## src/rtl/datapath_param.sv

```systemverilog
// Parametrised accumulator/register-file datapath with command handshake,
// two-beat register-pair load, decimal adjust, rotates and branch evaluation.
module datapath_param #(
  parameter int unsigned WIDTH    = 4,
  parameter int unsigned NUM_REGS = 16
) (
  input  logic                        clock,
  input  logic                        reset_n,
  input  logic                        cmd_valid,
  output logic                        cmd_ready,
  input  logic [3:0]                  cmd_op,
  input  logic [$clog2(NUM_REGS)-1:0] cmd_idx,
  input  logic [WIDTH-1:0]            cmd_imm,
  input  logic [WIDTH-1:0]            data_in,
  input  logic                        data_valid,
  input  logic                        test,
  output logic [WIDTH-1:0]            acc,
  output logic                        carry,
  output logic [WIDTH-1:0]            regval,
  output logic [2*WIDTH-1:0]          pair_out,
  output logic                        take_branch,
  output logic                        done
);

  localparam int unsigned IDX_W = $clog2(NUM_REGS);
  localparam logic [IDX_W-1:0] IDX_ONE = IDX_W'(1);
  localparam logic [WIDTH-1:0] ONE     = WIDTH'(1);

  localparam logic [1:0] ST_IDLE      = 2'd0;
  localparam logic [1:0] ST_PAIR_EVEN = 2'd1;
  localparam logic [1:0] ST_PAIR_ODD  = 2'd2;

  localparam logic [3:0] OP_LDM = 4'h1;
  localparam logic [3:0] OP_LD  = 4'h2;
  localparam logic [3:0] OP_XCH = 4'h3;
  localparam logic [3:0] OP_ADD = 4'h4;
  localparam logic [3:0] OP_SUB = 4'h5;
  localparam logic [3:0] OP_INC = 4'h6;
  localparam logic [3:0] OP_CLB = 4'h7;
  localparam logic [3:0] OP_TCC = 4'h8;
  localparam logic [3:0] OP_DAA = 4'h9;
  localparam logic [3:0] OP_RAL = 4'hA;
  localparam logic [3:0] OP_RAR = 4'hB;
  localparam logic [3:0] OP_FIM = 4'hC;
  localparam logic [3:0] OP_JCN = 4'hD;
  localparam logic [3:0] OP_ISZ = 4'hE;

  logic [WIDTH-1:0] regs_q [NUM_REGS];
  logic [WIDTH-1:0] acc_q, acc_d;
  logic             carry_q, carry_d;
  logic             tb_q, tb_d;
  logic             done_q, done_d;
  logic [1:0]       state_q, state_d;
  logic [IDX_W-1:0] idx_q, idx_d;
  logic [1:0]       test_sync_q;

  logic             we;
  logic [IDX_W-1:0] waddr;
  logic [WIDTH-1:0] wdata;
  logic [WIDTH-1:0] rv, rv_inc;
  logic [WIDTH:0]   sum;
  logic [4:0]       nib_sum;
  logic [3:0]       cond;
  logic             t;
  logic             test_s;
  logic             accept;

  assign test_s    = test_sync_q[1];
  assign cmd_ready = (state_q == ST_IDLE);
  assign accept    = cmd_valid && cmd_ready;
  assign rv        = regs_q[cmd_idx];
  assign rv_inc    = rv + ONE;
  assign cond      = cmd_imm[3:0];

  assign regval      = rv;
  assign pair_out    = {regs_q[cmd_idx & ~IDX_ONE], regs_q[cmd_idx | IDX_ONE]};
  assign acc         = acc_q;
  assign carry       = carry_q;
  assign take_branch = tb_q;
  assign done        = done_q;

  always_comb begin
    acc_d   = acc_q;
    carry_d = carry_q;
    tb_d    = tb_q;
    done_d  = 1'b0;
    state_d = state_q;
    idx_d   = idx_q;
    we      = 1'b0;
    waddr   = cmd_idx;
    wdata   = rv;
    sum     = '0;
    nib_sum = '0;
    t       = 1'b0;
    case (state_q)
      ST_IDLE: begin
        if (accept) begin
          done_d = (cmd_op != OP_FIM);
          case (cmd_op)
            OP_LDM: acc_d = cmd_imm;
            OP_LD:  acc_d = rv;
            OP_XCH: begin
              acc_d = rv;
              we    = 1'b1;
              wdata = acc_q;
            end
            OP_ADD: begin
              sum              = {1'b0, acc_q} + {1'b0, rv} + {{WIDTH{1'b0}}, carry_q};
              {carry_d, acc_d} = sum;
            end
            OP_SUB: begin
              // carry set means no borrow
              sum              = {1'b0, acc_q} + {1'b0, ~rv} + {{WIDTH{1'b0}}, ~carry_q};
              {carry_d, acc_d} = sum;
            end
            OP_INC: begin
              we    = 1'b1;
              wdata = rv_inc;
            end
            OP_CLB: begin
              acc_d   = '0;
              carry_d = 1'b0;
            end
            OP_TCC: begin
              acc_d   = {{(WIDTH-1){1'b0}}, carry_q};
              carry_d = 1'b0;
            end
            OP_DAA: begin
              if (acc_q[3:0] > 4'd9 || carry_q) begin
                nib_sum    = {1'b0, acc_q[3:0]} + 5'd6;
                acc_d[3:0] = nib_sum[3:0];
                if (nib_sum[4]) carry_d = 1'b1;
              end
            end
            OP_RAL: {carry_d, acc_d} = {acc_q, carry_q};
            OP_RAR: {acc_d, carry_d} = {carry_q, acc_q};
            OP_FIM: begin
              state_d = ST_PAIR_EVEN;
              idx_d   = cmd_idx;
            end
            OP_JCN: begin
              t    = (cond[2] && (acc_q == '0)) || (cond[1] && carry_q) || (cond[0] && !test_s);
              tb_d = cond[3] ? !t : t;
            end
            OP_ISZ: begin
              we    = 1'b1;
              wdata = rv_inc;
              tb_d  = (rv_inc != '0);
            end
            default: ;
          endcase
        end
      end
      ST_PAIR_EVEN: begin
        if (data_valid) begin
          we      = 1'b1;
          waddr   = idx_q & ~IDX_ONE;
          wdata   = data_in;
          state_d = ST_PAIR_ODD;
        end
      end
      ST_PAIR_ODD: begin
        if (data_valid) begin
          we      = 1'b1;
          waddr   = idx_q | IDX_ONE;
          wdata   = data_in;
          state_d = ST_IDLE;
          done_d  = 1'b1;
        end
      end
      default: state_d = ST_IDLE;
    endcase
  end

  always_ff @(posedge clock or negedge reset_n) begin
    if (!reset_n) begin
      acc_q       <= '0;
      carry_q     <= 1'b1;
      tb_q        <= 1'b0;
      done_q      <= 1'b0;
      state_q     <= ST_IDLE;
      idx_q       <= '0;
      test_sync_q <= 2'b11;
    end else begin
      acc_q       <= acc_d;
      carry_q     <= carry_d;
      tb_q        <= tb_d;
      done_q      <= done_d;
      state_q     <= state_d;
      idx_q       <= idx_d;
      test_sync_q <= {test_sync_q[0], test};
    end
  end

  always_ff @(posedge clock or negedge reset_n) begin
    if (!reset_n) begin
      for (int i = 0; i < NUM_REGS; i++) regs_q[i] <= '0;
    end else if (we) begin
      regs_q[waddr] <= wdata;
    end
  end

endmodule

```

## config.mk

```make
export PLATFORM = sky130hd
export DESIGN_NAME = datapath_param
export DESIGN_NICKNAME = d
export VERILOG_FILES = /design/src/rtl/datapath_param.sv
export SDC_FILE = /design/constraint.sdc
export NUM_CORES = 1
export LEC_CHECK = 0
export CORE_MARGIN = 2
export CORE_UTILIZATION = 53
export CTS_CLUSTER_SIZE = 24
export DETAILED_ROUTE_END_ITERATION = 16
export PLACE_DENSITY = 0.81
export SLEW_MARGIN = 5
export SYNTH_ARGS = -nofsm -noshare
export SYNTH_HDL_FRONTEND = slang
export SYNTH_SLANG_ARGS = --single-unit
```

## constraint.sdc

```tcl
create_clock -name clock -period 3.9 [get_ports clock]
set_input_delay 1.17 -clock clock [delete_from_list [all_inputs] [get_ports clock]]
set_output_delay 1.17 -clock clock [all_outputs]
set_load 0.02 [all_outputs]
```

==> results by group <==
Synth
  – Post-synth ARST share: 1.00
  – Ys flop type: dfrtp_1
  – Yosys reg bits: 78
  – Yosys top cell area share: 0.380
  – Syn Nets: about 500
  – Largest cells by area after synthesis: dfrtp_1 38%, mux2_2 13%, mux4_2 9.6%, ha_1 3.5%, mux2i_1 3.4%
  – Register area share after synthesis: 0.396
  – Syn Area/Cell: approximately 11 um2
  – Mapped cell area: 4940 um2
  – Yosys top cell by area: dfrtp_1
  – Post-synth EDFFs: 0
  – Syn. warnings: 0
  – Syn Inst Count: ~460
  – Distinct cells, synth: 56

Worst setup path
  – Reg2reg setup slack: between 0.7 and 0.8 ns
  – CP arrival: 4.10 ns
  – Worst setup path class: in2reg
  – Startpoint types: input port
  – Worst Path Max Fanout: 8
  – CP endpoint kind: flop
  – WP data required: 4.12 ns

Timing
  – RSZ-0062 raised after global routing: yes
  – F_max: 258 MHz
  – Final worst path period share: 0.995
  – Setup violations, final: 0
  – Max-slew violations: 0
  – Crit path time final: 3.88 ns
  – Clock Skew: 0.0162 ns
  – Hold violation total from the final report: 0
  – Max-slew headroom: 0.336
  – Least-Margin Pin Slew: about 1 ns

Status
  – Outcome: completed

GRT
  – Grt ovf: 0
  – Number of global-route vias before repair: ~4,000
  – Initial antenna violation count: 0
  – First-pass GRT wire length: 21,600 um
  – Largest net degree at the start of global routing: between 70 and 80
  – Total GRT Usage: 0.284

Floorplan
  – FP Rows: 35
  – Chip Height: 101 um
  – Die area: 10,100 um2
  – Starting Density: 0.540
  – # IOs: just over 40
  – CORE AREA: roughly 9200 um2
  – Die Span X: 101 um

Power and ir drop
  – Worst vdd ir: 0.347 mV
  – Leak: 0.00288 uW
  – Total power: ~3700 uW
  – Pwr dens: just under 600 nW/um2

CTS
  – Max clock buf depth: 2
  – # clock sinks: between 70 and 80
  – CTS tree: built
  – Num CTS Buffers: 9
  – # hold bufs at CTS: 0
  – H-Tree Level Count: 3
  – Reg clk slew, reported paths: approximately 0.1 ns
  – CTS Root Cell: clkbuf_8
  – Worst-Skew Late Latency: 0.36 ns

Routing
  – DR iter-0 viols: 327
  – Via-to-Cell Ratio: 6.23
  – DR vias: slightly above 4,000
  – Post-DRT Antenna Nets: 0
  – Total wire length: 13,800 um
  – Mean routed wirelength per cell: 20.7 um
  – DR DRC count: 0
  – Drt pass-1 iters: 5

Layout
  – Final #Nets: 590
  – Layout cells sized above 1: 0.353
  – Non-Filler Instances: approximately 670
  – Antenna cells: 0
  – Fill count: 661
  – Layout area overhead: 25.5%

Place
  – Routability cong.: between 0.9 and 1
  – I/O Buffers: 40
  – Placed Cells: 644
  – Dpl hpwl: ~10000 um

Flow run
  – Maxcap violations: 0

Min path
  – Min-Delay Path Class: reg2reg
what timing repair did:
item	CTS	global route
buffers inserted	4	1
cloned	2	0
gates resized for setup	80	13
endpoints found under the setup margin	33	10
pin swaps	4	3
cell type report:
type	instances	area, um2	area share
clock buffers	9	124	0.0200
clock inverters	7	81.3	0.0131
inverters	27	101	0.0163
multi-input cells	330	2860	0.460
flip-flops and latches	78	1960	0.315
well taps	111	139	0.0224
repair buffers	105	948	0.153
worst paths after layout:
path / cells after the start / end / startpoint
hold / removal: 0 / test_sync_q[1]$_DFF_PN1_ / test_sync_q[0]$_DFF_PN1_
max in group asynchronous: 1 / regs_q[24]$_DFFE_PN0P_ / reset_n
setup reg to reg: 15 / carry$_DFFE_PN1P_ / regs_q[8]$_DFFE_PN0P_
min in group asynchronous: 1 / regs_q[6]$_DFFE_PN0P_ / reset_n
setup / recovery: 12 / acc[3]$_DFFE_PN0P_ / cmd_idx[3]
hold reg to reg: 0 / test_sync_q[1]$_DFF_PN1_ / test_sync_q[0]$_DFF_PN1_
sequential cells by signal, summed over array words and instances, names as in the netlist:
name,flops
carry,1
done,1
test_sync_q,2
idx_q,3
acc,4
regs_q,64
take_branch,1
state_q,2
logic make-up after synthesis:
family                   Yosys count  share of synthesized area
AO/OA/AOI/OAI                     99                      0.134
XOR/XNOR                           5                    0.00886
adder cells (fa/ha/maj)           18                     0.0516
buffers and inverters             50                     0.0448
flip-flops                        78                      0.396
multiplexers                      96                      0.263
AND/OR/NAND/NOR                  112                      0.102
critical path, cell delays in order:
cell           delay (ns)
dlygate4sd2_1        0.24
buf_6                0.15
mux2i_1              0.13
mux4_2               0.47
mux2_4               0.31
buf_4                0.18
ha_1                 0.32
o311ai_1             0.47
a2111oi_2            0.14
nand3b_1             0.23
a21oi_1              0.20
o31ai_1              0.08
layer usage:
layer / track usage / share of wire
met4: 0.140 / 0.052
met1: 0.363 / 0.40
met5: 0 / 0
met3: 0.0506 / 0.068
met2: 0.468 / 0.48
synth_stat cells (7+ instances only):
| cell | n |
|---|---|
| ha_1 | 14 |
| nand2_1 | 29 |
| nor2_1 | 39 |
| mux2i_1 | 17 |
| inv_1 | 27 |
| nor3_1 | 14 |
| a21oi_1 | 26 |
| dfrtp_1 | 75 |
| a22oi_1 | 7 |
| clkbuf_1 | 10 |
| mux2_2 | 57 |
| o21ai_0 | 25 |
| nand3_1 | 11 |
| mux4_2 | 21 |
power by group:
| group | switching (uW) | leakage [uW] | internal, uW |
|---|---|---|---|
| combinational | 892 | 0.00174 | 843 |
| sequential | 226 | 0.00104 | 1050 |
| clock | 337 | 0.0000944 | 305 |
| total | 1460 | 0.00288 | 2200 |
per-stage QoR:
step	area (um2)	setup TNS [ns]	hold slack, ns	util	setup WS (ns)
after global routing	6210	-0.365	0.368	0.678	-0.140
after CTS	6170	0	0.364	0.674	0.0328
after detailed placement	5840	-23.80	0.350	0.638	-0.724
final	6210	0	0.365	0.678	0.0206
after global placement	5840	-20.67	0.347	0.638	-0.690
after floorplan	4970	-0.101	0.345	-	-0.101
cell usage in the layout (no fill, tap or decap), types with 11 or more instances in the layout:
master           count
a21oi_1             26
buf_4               55
clkdlybuf4s50_1     23
dfrtp_1             75
ha_1                13
inv_1               24
mux2_2              54
mux2i_1             15
mux4_2              21
nand2_1             28
nand3_1             11
nor2_1              38
nor3_1              14
o21ai_0             23
Note: power is estimated with default switching activity, not from simulation.
